<file path="src/rtl/udc_pkg.sv">
// ============================================================================
// udc_pkg : shared encodings and constants for count_dir_decoder
// Revision: 1.0
// ============================================================================
`default_nettype none

package udc_pkg;

  typedef enum logic [1:0] {
    UNSYNC = 2'd0,
    SYNC   = 2'd1,
    UP     = 2'd2,
    DOWN   = 2'd3
  } udc_state_e;

  localparam logic [3:0] DELTA_UP = 4'd1;
  localparam logic [3:0] DELTA_DN = 4'd15;
  localparam logic [7:0] RUN_MAX  = 8'd255;

endpackage : udc_pkg

`default_nettype wire

</file>
<file path="src/rtl/udc_step_classifier.sv">
// ============================================================================
// udc_step_classifier : classifies a 4-bit count transition prev -> cur
// Revision: 1.0
// ============================================================================
`default_nettype none

module udc_step_classifier
  import udc_pkg::*;
(
  input  logic [3:0] prev_i,
  input  logic [3:0] cur_i,
  output logic       is_hold_o,
  output logic       is_up_o,
  output logic       is_dn_o,
  output logic       is_err_o,
  output logic       is_wrap_o
);

  logic [3:0] delta;

  // Modulo-16 difference falls out of the 4-bit subtraction.
  assign delta     = cur_i - prev_i;
  assign is_hold_o = (delta == 4'd0);
  assign is_up_o   = (delta == DELTA_UP);
  assign is_dn_o   = (delta == DELTA_DN);
  assign is_err_o  = !(is_hold_o || is_up_o || is_dn_o);
  assign is_wrap_o = (is_up_o && (prev_i == 4'd15)) || (is_dn_o && (prev_i == 4'd0));

endmodule : udc_step_classifier

`default_nettype wire

</file>
<file path="src/rtl/count_dir_decoder.sv">
// ============================================================================
// count_dir_decoder : direction/step decoder for a sampled 4-bit up/down count
// Optional wrap counter enabled by macro UDC_WRAPCNT_EN.  Revision: 1.0
// ============================================================================
`default_nettype none

module count_dir_decoder
  import udc_pkg::*;
#(
  parameter int LOCK_THRESH = 4
) (
  input  logic       Clk,
  input  logic       reset,
  input  logic [3:0] CountIn,
  input  logic       Sample,
  output logic       Dir,
  output logic       Step,
  output logic       Wrap,
  output logic       Err,
  output logic [7:0] RunLen,
  output logic       Locked,
  output logic [1:0] State,
  output logic [7:0] WrapCnt
);

  localparam logic [7:0] C_LOCK_THRESH = 8'(LOCK_THRESH);

  udc_state_e state_q, state_d;
  logic [3:0] prev_q, prev_d;
  logic       dir_q, dir_d;
  logic       step_q, step_d;
  logic       wrap_q, wrap_d;
  logic       err_q, err_d;
  logic [7:0] runlen_q, runlen_d;
  logic       lock_q, lock_d;

  logic is_hold, is_up, is_dn, is_err, is_wrap;

  udc_step_classifier u_classifier (
    .prev_i    (prev_q),
    .cur_i     (CountIn),
    .is_hold_o (is_hold),
    .is_up_o   (is_up),
    .is_dn_o   (is_dn),
    .is_err_o  (is_err),
    .is_wrap_o (is_wrap)
  );

  always_comb begin
    state_d  = state_q;
    prev_d   = prev_q;
    dir_d    = dir_q;
    step_d   = 1'b0;
    wrap_d   = 1'b0;
    err_d    = 1'b0;
    runlen_d = runlen_q;
    if (Sample) begin
      prev_d = CountIn;
      if (state_q == UNSYNC) begin
        state_d = SYNC;
      end else if (!is_hold) begin
        if (is_up) begin
          step_d   = 1'b1;
          wrap_d   = is_wrap;
          dir_d    = 1'b1;
          state_d  = UP;
          runlen_d = (state_q != UP) ? 8'd1 :
                     (runlen_q == RUN_MAX) ? RUN_MAX : runlen_q + 8'd1;
        end else if (is_dn) begin
          step_d   = 1'b1;
          wrap_d   = is_wrap;
          dir_d    = 1'b0;
          state_d  = DOWN;
          runlen_d = (state_q != DOWN) ? 8'd1 :
                     (runlen_q == RUN_MAX) ? RUN_MAX : runlen_q + 8'd1;
        end else if (is_err) begin
          err_d    = 1'b1;
          state_d  = SYNC;
          runlen_d = 8'd0;
        end
      end
    end
    // Lock is derived from the next state so it stays aligned with RunLen.
    lock_d = ((state_d == UP) || (state_d == DOWN)) && (runlen_d >= C_LOCK_THRESH);
  end

  always_ff @(posedge Clk) begin
    if (reset) begin
      state_q  <= UNSYNC;
      prev_q   <= 4'd0;
      dir_q    <= 1'b0;
      step_q   <= 1'b0;
      wrap_q   <= 1'b0;
      err_q    <= 1'b0;
      runlen_q <= 8'd0;
      lock_q   <= 1'b0;
    end else begin
      state_q  <= state_d;
      prev_q   <= prev_d;
      dir_q    <= dir_d;
      step_q   <= step_d;
      wrap_q   <= wrap_d;
      err_q    <= err_d;
      runlen_q <= runlen_d;
      lock_q   <= lock_d;
    end
  end

`ifdef UDC_WRAPCNT_EN
  logic [7:0] wrapcnt_q;

  always_ff @(posedge Clk) begin
    if (reset) begin
      wrapcnt_q <= 8'd0;
    end else if (wrap_d) begin
      wrapcnt_q <= wrapcnt_q + 8'd1;
    end
  end

  assign WrapCnt = wrapcnt_q;
`else
  assign WrapCnt = 8'd0;
`endif

  assign Dir    = dir_q;
  assign Step   = step_q;
  assign Wrap   = wrap_q;
  assign Err    = err_q;
  assign RunLen = runlen_q;
  assign Locked = lock_q;
  assign State  = state_q;

endmodule : count_dir_decoder

`default_nettype wire

</file>
<file path="config.mk">
export PLATFORM = sky130hd
export DESIGN_NAME = count_dir_decoder
export DESIGN_NICKNAME = d
export VERILOG_FILES = /design/src/rtl/udc_pkg.sv /design/src/rtl/udc_step_classifier.sv /design/src/rtl/count_dir_decoder.sv
export SDC_FILE = /design/constraint.sdc
export NUM_CORES = 1
export LEC_CHECK = 0
export CAP_MARGIN = 20
export CORE_ASPECT_RATIO = 0.6
export CORE_MARGIN = 2
export CORE_UTILIZATION = 40
export CTS_CLUSTER_DIAMETER = 150
export DETAILED_ROUTE_END_ITERATION = 6
export PLACE_DENSITY = 0.66
export SLEW_MARGIN = 20
export SYNTH_ARGS = -nofsm -noshare
export SYNTH_HDL_FRONTEND = slang
export SYNTH_SLANG_ARGS = --single-unit
</file>
<file path="constraint.sdc">
create_clock -name Clk -period 3.8 [get_ports Clk]
set_clock_uncertainty 0.15 [all_clocks]
set_input_delay 0.95 -clock Clk [delete_from_list [all_inputs] [get_ports Clk]]
set_output_delay 0.95 -clock Clk [all_outputs]
set_load 0.02 [all_outputs]
</file>
* Yosys cells after proc, flatten, opt, wreduce, memory -nomap -nowiden *
Index checks and enable logic that the tools add are counted.

word-level totals
  logic and storage cells = 58
  memory bits (writable) = 0
  memories kept = 0
  output and inout bits = 23
  register bits after elaboration = 19
  latch bits = 0
  memory bits (read-only) = 0
  bits of input ports = 7

operators by class
  add/sub/neg operators = 2
  mux-type cells = 22
  equal/unequal tests = 8
  $mul = 0
  reduce and logical (&&, ||, !) cells = 14
  divide/modulo/power cells = 0
  bitwise logic cells = 3
  shift-type cells = 0
  magnitude comparators = 1

operator list
  operator             count
  $mux 8               9
  $mux 2               6
  $add 8x1->8 const B  1
  $eq 4x4->1 const B   2
  $eq 8x8->1 const B   1
  $ge 8x3->1 const B   1
  $logic_not 4->1      2
  $mux 1               7
  $reduce_or 6->1      1
  $eq 2x2->1 const B   2
  $eq 4x1->1 const B   1
  $logic_or 1x1->1     4
  $ne 2x2->1 const B   2
  $reduce_and 4->1     1
  $reduce_or 4->1      1
  $sub 4x4->4          1
  $logic_and 1x1->1    3
  $not 1->1            3
  $logic_not 2->1      1
  $reduce_bool 2->1    1

* Logic depth before layout (Yosys ltp) *
Gate-level depths: netlist (run 1).

  depth after elaboration = 13
  gate-level depth with buffers = 10
  depth with buffers taken out = 9

* By module *
A second synthesis (run 1) with hierarchy kept.

unflattened totals
  cell total of the unflattened synthesis = 162
  area total of the unflattened synthesis = 1286.2 sq um

modules (own cells, without submodules)
  module               area each (sq um)  cells each  sequential area each (sq um)  times used
  count_dir_decoder    1098.6             135         380.4                         1
  udc_step_classifier  187.7              27          0.0                           1

* Worst setup path after synthesis (run 1) *
No wires, ideal clock.

  path type = input to register
  from = input port CountIn[0]
  to = register lock_q, in the netlist Locked
  data required time = 3.525 ns
  data arrival time = 2.957 ns
  cell stages on the path = 9
  buffers on the path = 0
  path slack = 0.568 ns
  cells stage by stage = inv_1 -> ha_1 -> fa_1 -> xor2_2 -> and3_2 -> a31o_2 -> a311oi_1 -> o2bb2ai_1 -> o41a_1

between the ends
  cells in the longest elaborated chain, start to end = 13
  elaborated cells on any way between the ends = 23
  those cells by class = add/sub: 1; order compare: 1; eq/ne: 4; mux: 12; reduce/logical: 5

ends and longest elaborated chain
  element                                              RTL line                   source
  start, declared                                      count_dir_decoder.sv:14    input logic [3:0] CountIn,
  $sub 4x4->4 (*)                                      udc_step_classifier.sv:22  assign delta = cur_i - prev_i;
  branches (longest 11 deep; another with $ge 8x3->1)  --
  $logic_and 1x1->1 (*)                                count_dir_decoder.sv:84    lock_d = ((state_d == UP) || (state_d == DOWN)) && (runlen_d >= C_LOCK_THRESH);
  end signal, assigned                                 count_dir_decoder.sv:105   lock_q <= lock_d;
  end, declared                                        count_dir_decoder.sv:35    logic lock_q, lock_d;

Every way passes the cells marked *.
A chain may end at the register's enable or synchronous reset.

* Worst setup path after layout (run 1) *
Ends and elaborated chain as after synthesis.

==> results of run 1 <==
## path summary, 6_finish.rpt
kind,from,to,cells after the start
max,CountIn[0],Locked,9
min,Dir,Dir,2
max reg2reg,prev_q[0],Locked,7
min reg2reg,Dir,Dir,2
## area by class of cell
| class | instances | area, sq um | share of cell area [%] |
|---|---|---|---|
| timing repair buffer | 35 | 315 | 19.1 |
| multi-input combinational | 128 | 836 | 50.6 |
| clock buffer | 4 | 45.0 | 2.73 |
| inverter | 6 | 22.5 | 1.36 |
| tap | 42 | 52.6 | 3.18 |
| sequential | 19 | 380 | 23.0 |
## power groups by stage
stage | clock (uW) | combinational (uW) | sequential (uW)
global route | 156 | 147 | 213
CTS | 146 | 132 | 213
floorplan | 0 | 91.3 | 217
global placement | 0 | 129 | 216
detailed placement | 0 | 131 | 217
finish | 141 | 136 | 213
## logic make-up (layout without fill, tap and decap cells)
group	Yosys count	count (layout)	synth area share [%]
AOI/OAI and AO/OA	43	43	24.2
xor gates and xnor gates	3	3	2.59
adders and majority gates	5	5	5.37
buffers and inverters	21	45	9.21
DFF	19	19	29.2
muxes	4	4	3.07
other	1	8	0.288
and+or+nand+nor	65	65	26.1
## flip-flops by register name, indices dropped and copies added, names as in the netlist
signal	flops
Step	1
prev_q	4
RunLen	8
Err	1
State	2
Wrap	1
Locked	1
Dir	1
## cell usage after synthesis, types with 2 or more instances
master	count	share of area, %
o21ai_0	4	1.5
nand2_1	13	3.7
a211oi_2	2	1.9
nand4_1	3	1.4
a21oi_1	11	4.2
a311oi_1	2	1.3
nand3_1	5	1.9
clkbuf_1	2	0.58
a31oi_1	4	1.9
buf_2	3	1.2
nor4_1	4	1.9
buf_4	8	4.6
and3_1	2	0.96
nor3_1	10	3.8
ha_1	4	3.8
nor2_1	15	4.3
or3_1	2	0.96
mux2i_1	4	3.1
o211ai_1	2	1.2
o2bb2ai_1	2	1.3
dfxtp_1	19	29
inv_1	6	1.7
nor2b_1	2	0.96
## routing by layer
metal	GRT usage, %	share of wire [%]	routed length [um]	vias to the layer above
met1	30.9	48	1820	605
met3	6.48	12	451	7
met4	5.71	1.2	47	0
met2	29.7	39	1490	92
met5	0	0	0	-
li1	-	-	-	645
## metrics by stage
| stage | hold slack (ps) | instances | power (uW) |
|---|---|---|---|
| 6_report | 341 | 234 | 490 |
| 5_1_grt | 368 | 234 | 516 |
| 4_1_cts | 343 | 234 | 490 |
| 3_5_place_dp | 321 | 230 | 348 |
| 3_3_place_gp | 316 | 230 | 346 |
| 2_1_floorplan | 357 | 168 | 308 |
## worst max-delay path, cell delays in order
cell,delay [ps]
clkdlybuf4s50_1,480
inv_1,50
ha_1,210
fa_1,420
xor2_2,220
and3_2,250
a31oi_1,480
o2bb2ai_1,220
o41a_1,450
==> key figures, run 1 <==
GRT
  – Initial antenna violation count: 0
  – Vias in the first global route: ~1100
  – Total grt overflow: 0
  – Largest net degree at the start of global routing: 19
  – First-pass GRT wire length: between 5000 and 6000 um
  – Aggregate global-route resource usage: a little over a fifth

CTS
  – TritonCTS clock tree: yes
  – Clk root buf: clkbuf_8
  – Clock transition at path regs: approximately 70 ps
  – Post-cts sizing count: 0
  – Latest clock arrival within the worst-skew pair: 260 ps
  – Cts bufs inserted: 3
  – Max clock buf depth: 2
  – Hold_buf cts: 0
  – Setup Buffers After CTS: 0
  – Number of H-tree levels: 1
  – Clk sink count: 19

Power
  – Peak supply drop: around 0.18 mV
  – Psw: about 160 uW
  – Net Sw Frac: a little under a third
  – Cell Int Power: between 300 and 400 uW
  – PwrDens: around 300 nW/um^2
  – Flop pwr share: between 40 and 50%
  – Clock power frac: between 20% and 30%
  – Leakage power: about 0.00062 uW
  – Combinational power share: 27.8%

Place
  – HPWL reported at the end of detailed placement: about 2800 um
  – DP Worst Slack: -115 ps
  – Area of placed instances: around 1600 sq um
  – Buffers on Ports: 21
  – Gp weighted congestion: just under 1

Yosys
  – Ys flop type: dfxtp_1
  – Number of flops mapped to enable cells by yosys: 0
  – Asr flop ratio synth: 0%
  – Synthesized flop and latch total: 19
  – Syn Std Cell Area: approximately 1300 sq um
  – Mapped Cells: 161
  – Syn Area/Cell: 8.10 sq um
  – Post-synthesis sequential area ratio: slightly below 30%
  – Yosys warns: 0
  – Unique masters post-synth: 55

Detailed routing
  – Remaining DRCs: 0
  – Routed Antenna Nets: 0
  – DR vias/cell: 5.76
  – DR vias: 1349
  – Post-Route WL: 3810 um
  – Drt pass-1 iters: 5
  – Drt wl/cell: between 15 and 20 um
  – 1st-iter DRT viols: around 190

Cells and area
  – Highest-count cells in the layout ignoring fill and taps: clkdlybuf4s50_1, dfxtp_1, nor2_1, buf_4, nand2_1
  – Final core occ: a little under three fifths
  – Layout Nets: 205
  – # fillers: 288
  – Finished Cell Area: 1650 sq um
  – Diode count: 0
  – Layout area overhead: 26.7%
  – Share of layout cells above drive strength 1: roughly 15%
  – Commonest non-fill, non-tap cell in the layout: clkdlybuf4s50_1

Timing
  – Final setup fails: 0
  – Achievable frequency: 268 MHz
  – PnR worst setup slack: roughly 74 ps
  – Max Slew Vio Count: 0
  – RSZ-0062 raised after global routing: false
  – Setup TNS: 0 ps
  – Tmin final: approximately 3700 ps
  – Slew margin rel.: about half
  – Final hold violation count: 0
  – Slew @ Worst Pin: between 700 and 800 ps
  – Tcrit/Tclk final: roughly 98%

Die
  – Initial Utilization: between 40% and 50%
  – Row cnt: 15
  – Core Area: approximately 3000 sq um
  – Die Area: about 3700 sq um
  – DIE WIDTH: between 70 and 80 um
  – Top-Level Pins: 30
  – Vert. Die Dim: a little under 50 um

Setup path
  – CP endpoint kind: register
  – Critical Path RT: 3790 ps
  – Crit path DAT: around 3700 ps
  – R2r setup slk: between 900 and 1000 ps
  – CP Launch Type: primary input
  – Critical path peak fanout: 5
  – Crit path kind: primary input to register

Status
  – Status: completed

Run
  – Max cap viols: 0

Worst hold path
  – Hold WC Path Type: register to register
(Power assumes the default switching activity.)
==> run 2, diff against run 1 <==
--- a/config.mk
+++ b/config.mk
@@ -8,10 +8,10 @@
 export CAP_MARGIN = 20
 export CORE_ASPECT_RATIO = 0.6
 export CORE_MARGIN = 2
-export CORE_UTILIZATION = 40
+export CORE_UTILIZATION = 45
 export CTS_CLUSTER_DIAMETER = 150
 export DETAILED_ROUTE_END_ITERATION = 6
-export PLACE_DENSITY = 0.66
+export PLACE_DENSITY = 0.73
 export SLEW_MARGIN = 20
 export SYNTH_ARGS = -nofsm -noshare
 export SYNTH_HDL_FRONTEND = slang
==> run 2 against run 1 <==
Net effect: count of clock-buffer cells in the layout stayed put; largest power group unchanged; largest cell class unchanged; worst hold slack worse by 5.4 ps; flip-flop and latch count stayed put; critical endpoint unchanged; global-route usage is 1.3 points higher; first-iteration DRC count is 16% lower; fmax rose by 1.3%; worst setup slack gained 48 ps.
==> key figures, run 2 (synthesis results as in run 1) <==
GRT
  – Initial antenna violation count: 0 (unchanged)
  – Total grt overflow: 0 (unchanged)
  – First-pass GRT wire length: 5660 um (-1.3%)
  – Largest net degree at the start of global routing: 19 (unchanged)
  – Aggregate global-route resource usage: 22.3% (+1.3 points)
  – Vias in the first global route: 1200 (+6.9%)

Status
  – Status: completed

Power
  – Psw: 155 uW (-0.83%)
  – Peak supply drop: 0.140 mV (-22%)
  – Flop pwr share: 43.6% (+0.2 points)
  – Leakage power: 0.000597 uW (-3.2%)
  – Cell Int Power: 331 uW (-0.64%)
  – Combinational power share: 27.7% (about the same)
  – Net Sw Frac: 31.9% (-0.043 points)
  – PwrDens: 302 nW/um^2 (+1.8%)
  – Clock power frac: 28.7% (about the same)

Cells and area
  – Share of layout cells above drive strength 1: 12.8% (-1.8 points)
  – Seq. cell area: 380 sq um (unchanged)
  – Layout Nets: 201 (-2.0%)
  – Commonest non-fill, non-tap cell in the layout: clkdlybuf4s50_1
  – Max reg flops: 8 (unchanged)
  – Diode count: 0 (unchanged)
  – # fillers: 249 (-14%)
  – Multi-input gate area: 836 sq um (unchanged)
  – Layout area overhead: 23.6%
  – Highest-count cells in the layout ignoring fill and taps: clkdlybuf4s50_1, dfxtp_1, nor2_1, nand2_1, a21oi_1
  – Final core occ: 57.2% (+1.9 points)

Place
  – Gp weighted congestion: 0.934 (-3.9%)
  – HPWL reported at the end of detailed placement: 2660 um (-6.5%)
  – Buffers on Ports: 21 (unchanged)

Timing
  – Tmin final: 3680 ps (-47.9 ps)
  – Achievable frequency: 272 MHz (+1.3%)
  – Slew margin rel.: 49.4% (+0.81 points)
  – Slew @ Worst Pin: 757 ps (-12.2 ps)
  – Final setup fails: 0 (unchanged)
  – Max Slew Vio Count: 0 (unchanged)
  – Tcrit/Tclk final: 96.8% (-1.3 points)
  – Final hold violation count: 0 (unchanged)
  – Worst hold slack: 336 ps (-5.38 ps)
  – RSZ-0062 raised after global routing: false

Worst hold path
  – WHS Path Cells: 2 (unchanged)
  – Hold endpoint: Dir
  – HP Start: Dir
  – Hold WC Path Type: register to register

Setup path
  – Worst r2r dst: Locked
  – Reg-to-Reg Start: prev_q[2]
  – WP buf/inv: 2 (unchanged)
  – Crit path DAT: 3670 ps (-50 ps)
  – CP endpoint kind: register
  – Critical path, cell by cell: clkdlybuf4s50_1 > inv_1 > ha_1 > fa_1 > xor2_2 > and3_2 > a31o_2 > a311oi_1 > o2bb2ai_1 > o41a_1
  – Critical Path RT: 3790 ps (about the same)
  – Cell family with most CP delay: compound AO/OA/AOI/OAI gates
  – Slowest stage delay, CP: 480 ps (about the same)
  – Crit path kind: primary input to register
  – R2r setup slk: 910 ps (-50 ps)
  – Critical path peak fanout: 9 (+4)
  – CP Launch Type: primary input
  – Worst r2r path cells: 9 (+2)
  – CP max stage cell: clkdlybuf4s50_1

Detailed routing
  – Routed Antenna Nets: 0 (unchanged)
  – 1st-iter DRT viols: 163 (-16%)
  – Post-Route WL: 3480 um (-8.7%)
  – DR vias/cell: 6.10 (+5.9%)
  – Drt wl/cell: 15.7 um (-3.7%)
  – DR vias: 1355 (+0.44%)
  – Remaining DRCs: 0 (unchanged)
  – Drt pass-1 iters: 5 (unchanged)

CTS
  – Cts bufs inserted: 3 (unchanged)
  – TritonCTS clock tree: yes
  – Clk sink count: 19 (unchanged)
  – Number of H-tree levels: 1 (unchanged)
  – Max clock buf depth: 2 (unchanged)
  – Hold_buf cts: 0 (unchanged)
  – Latest clock arrival within the worst-skew pair: 260 ps (about the same)
  – Clock transition at path regs: 70 ps (about the same)
  – Clk root buf: clkbuf_8
  – Setup Buffers After CTS: 0 (unchanged)

Run
  – Max cap viols: 0 (unchanged)

Die
  – Vert. Die Dim: 45.7 um (-5.2%)
  – DIE WIDTH: 73.5 um (-5.4%)
  – Row cnt: 15 (unchanged)
  – Core Area: 2820 sq um (-5.7%)
  – Initial Utilization: 46.3% (+2.6 points)
  – Top-Level Pins: 30 (unchanged)
  – Die Area: 3360 sq um (-10%)
[run 2: changes by cell type in the layout (fill, tap and decap cells not counted), sizes merged]
cell and change:
buf -4
[run 2: tightest hold or removal path, stage by stage (launching register included)]
cell and delay (ps):
dfxtp_1 310, o21ai_0 70, a21oi_1 60
[run 2: power by group through the flow]
stage	Clock (uW)	Sequential [uW]	Combinational [uW]
floorplan	0	217	91.3
global placement	0	216	126
detailed placement	0	217	129
CTS	144	212	130
global route	151	213	145
finish	140	212	135
[run 2: timing repair]
item / CTS / global route
gates resized for setup: 0 / 1
endpoints found under the hold margin: 0 / 0
setup endpoints to repair: 0 / 1
[run 2: worst max path at each step]
stage	from	to	slack [ps]	cells after the start
floorplan	CountIn[0]	Locked	570	9
global placement	CountIn[0]	Locked	9	10
detailed placement	CountIn[0]	Locked	-130	10
CTS	CountIn[0]	RunLen[4]	140	10
global route	CountIn[0]	RunLen[4]	30	11
finish	CountIn[0]	Locked	120	10
[run 2: area by class of cell]
class                   count  area share (%)
multi-input cells         128            51.9
flip-flops and latches     19            23.6
repair buffers             31            17.7
clock buffers               4            2.80
well taps                  34            2.64
inverters                   6            1.40
[run 2: metal layers]
layer	wire (um)	vias up	GRT usage (%)
met5	0	-	0
met4	17	0	4.73
met3	381	5	5.75
met2	1520	86	33.6
met1	1570	625	32.3
li1	-	639	-
[run 2: stage by stage]
stage | setup TNS (ps) | cell area (sq um) | instances | power, uW | setup slack [ps]
6_report | 0 | 1610 | 222 | 487 | 122
5_1_grt | 0 | 1610 | 222 | 509 | 27.6
4_1_cts | 0 | 1610 | 222 | 486 | 141
3_5_place_dp | -161 | 1560 | 218 | 346 | -126
3_3_place_gp | 0 | 1560 | 218 | 342 | 9.38
2_1_floorplan | 0 | 1330 | 168 | 308 | 568
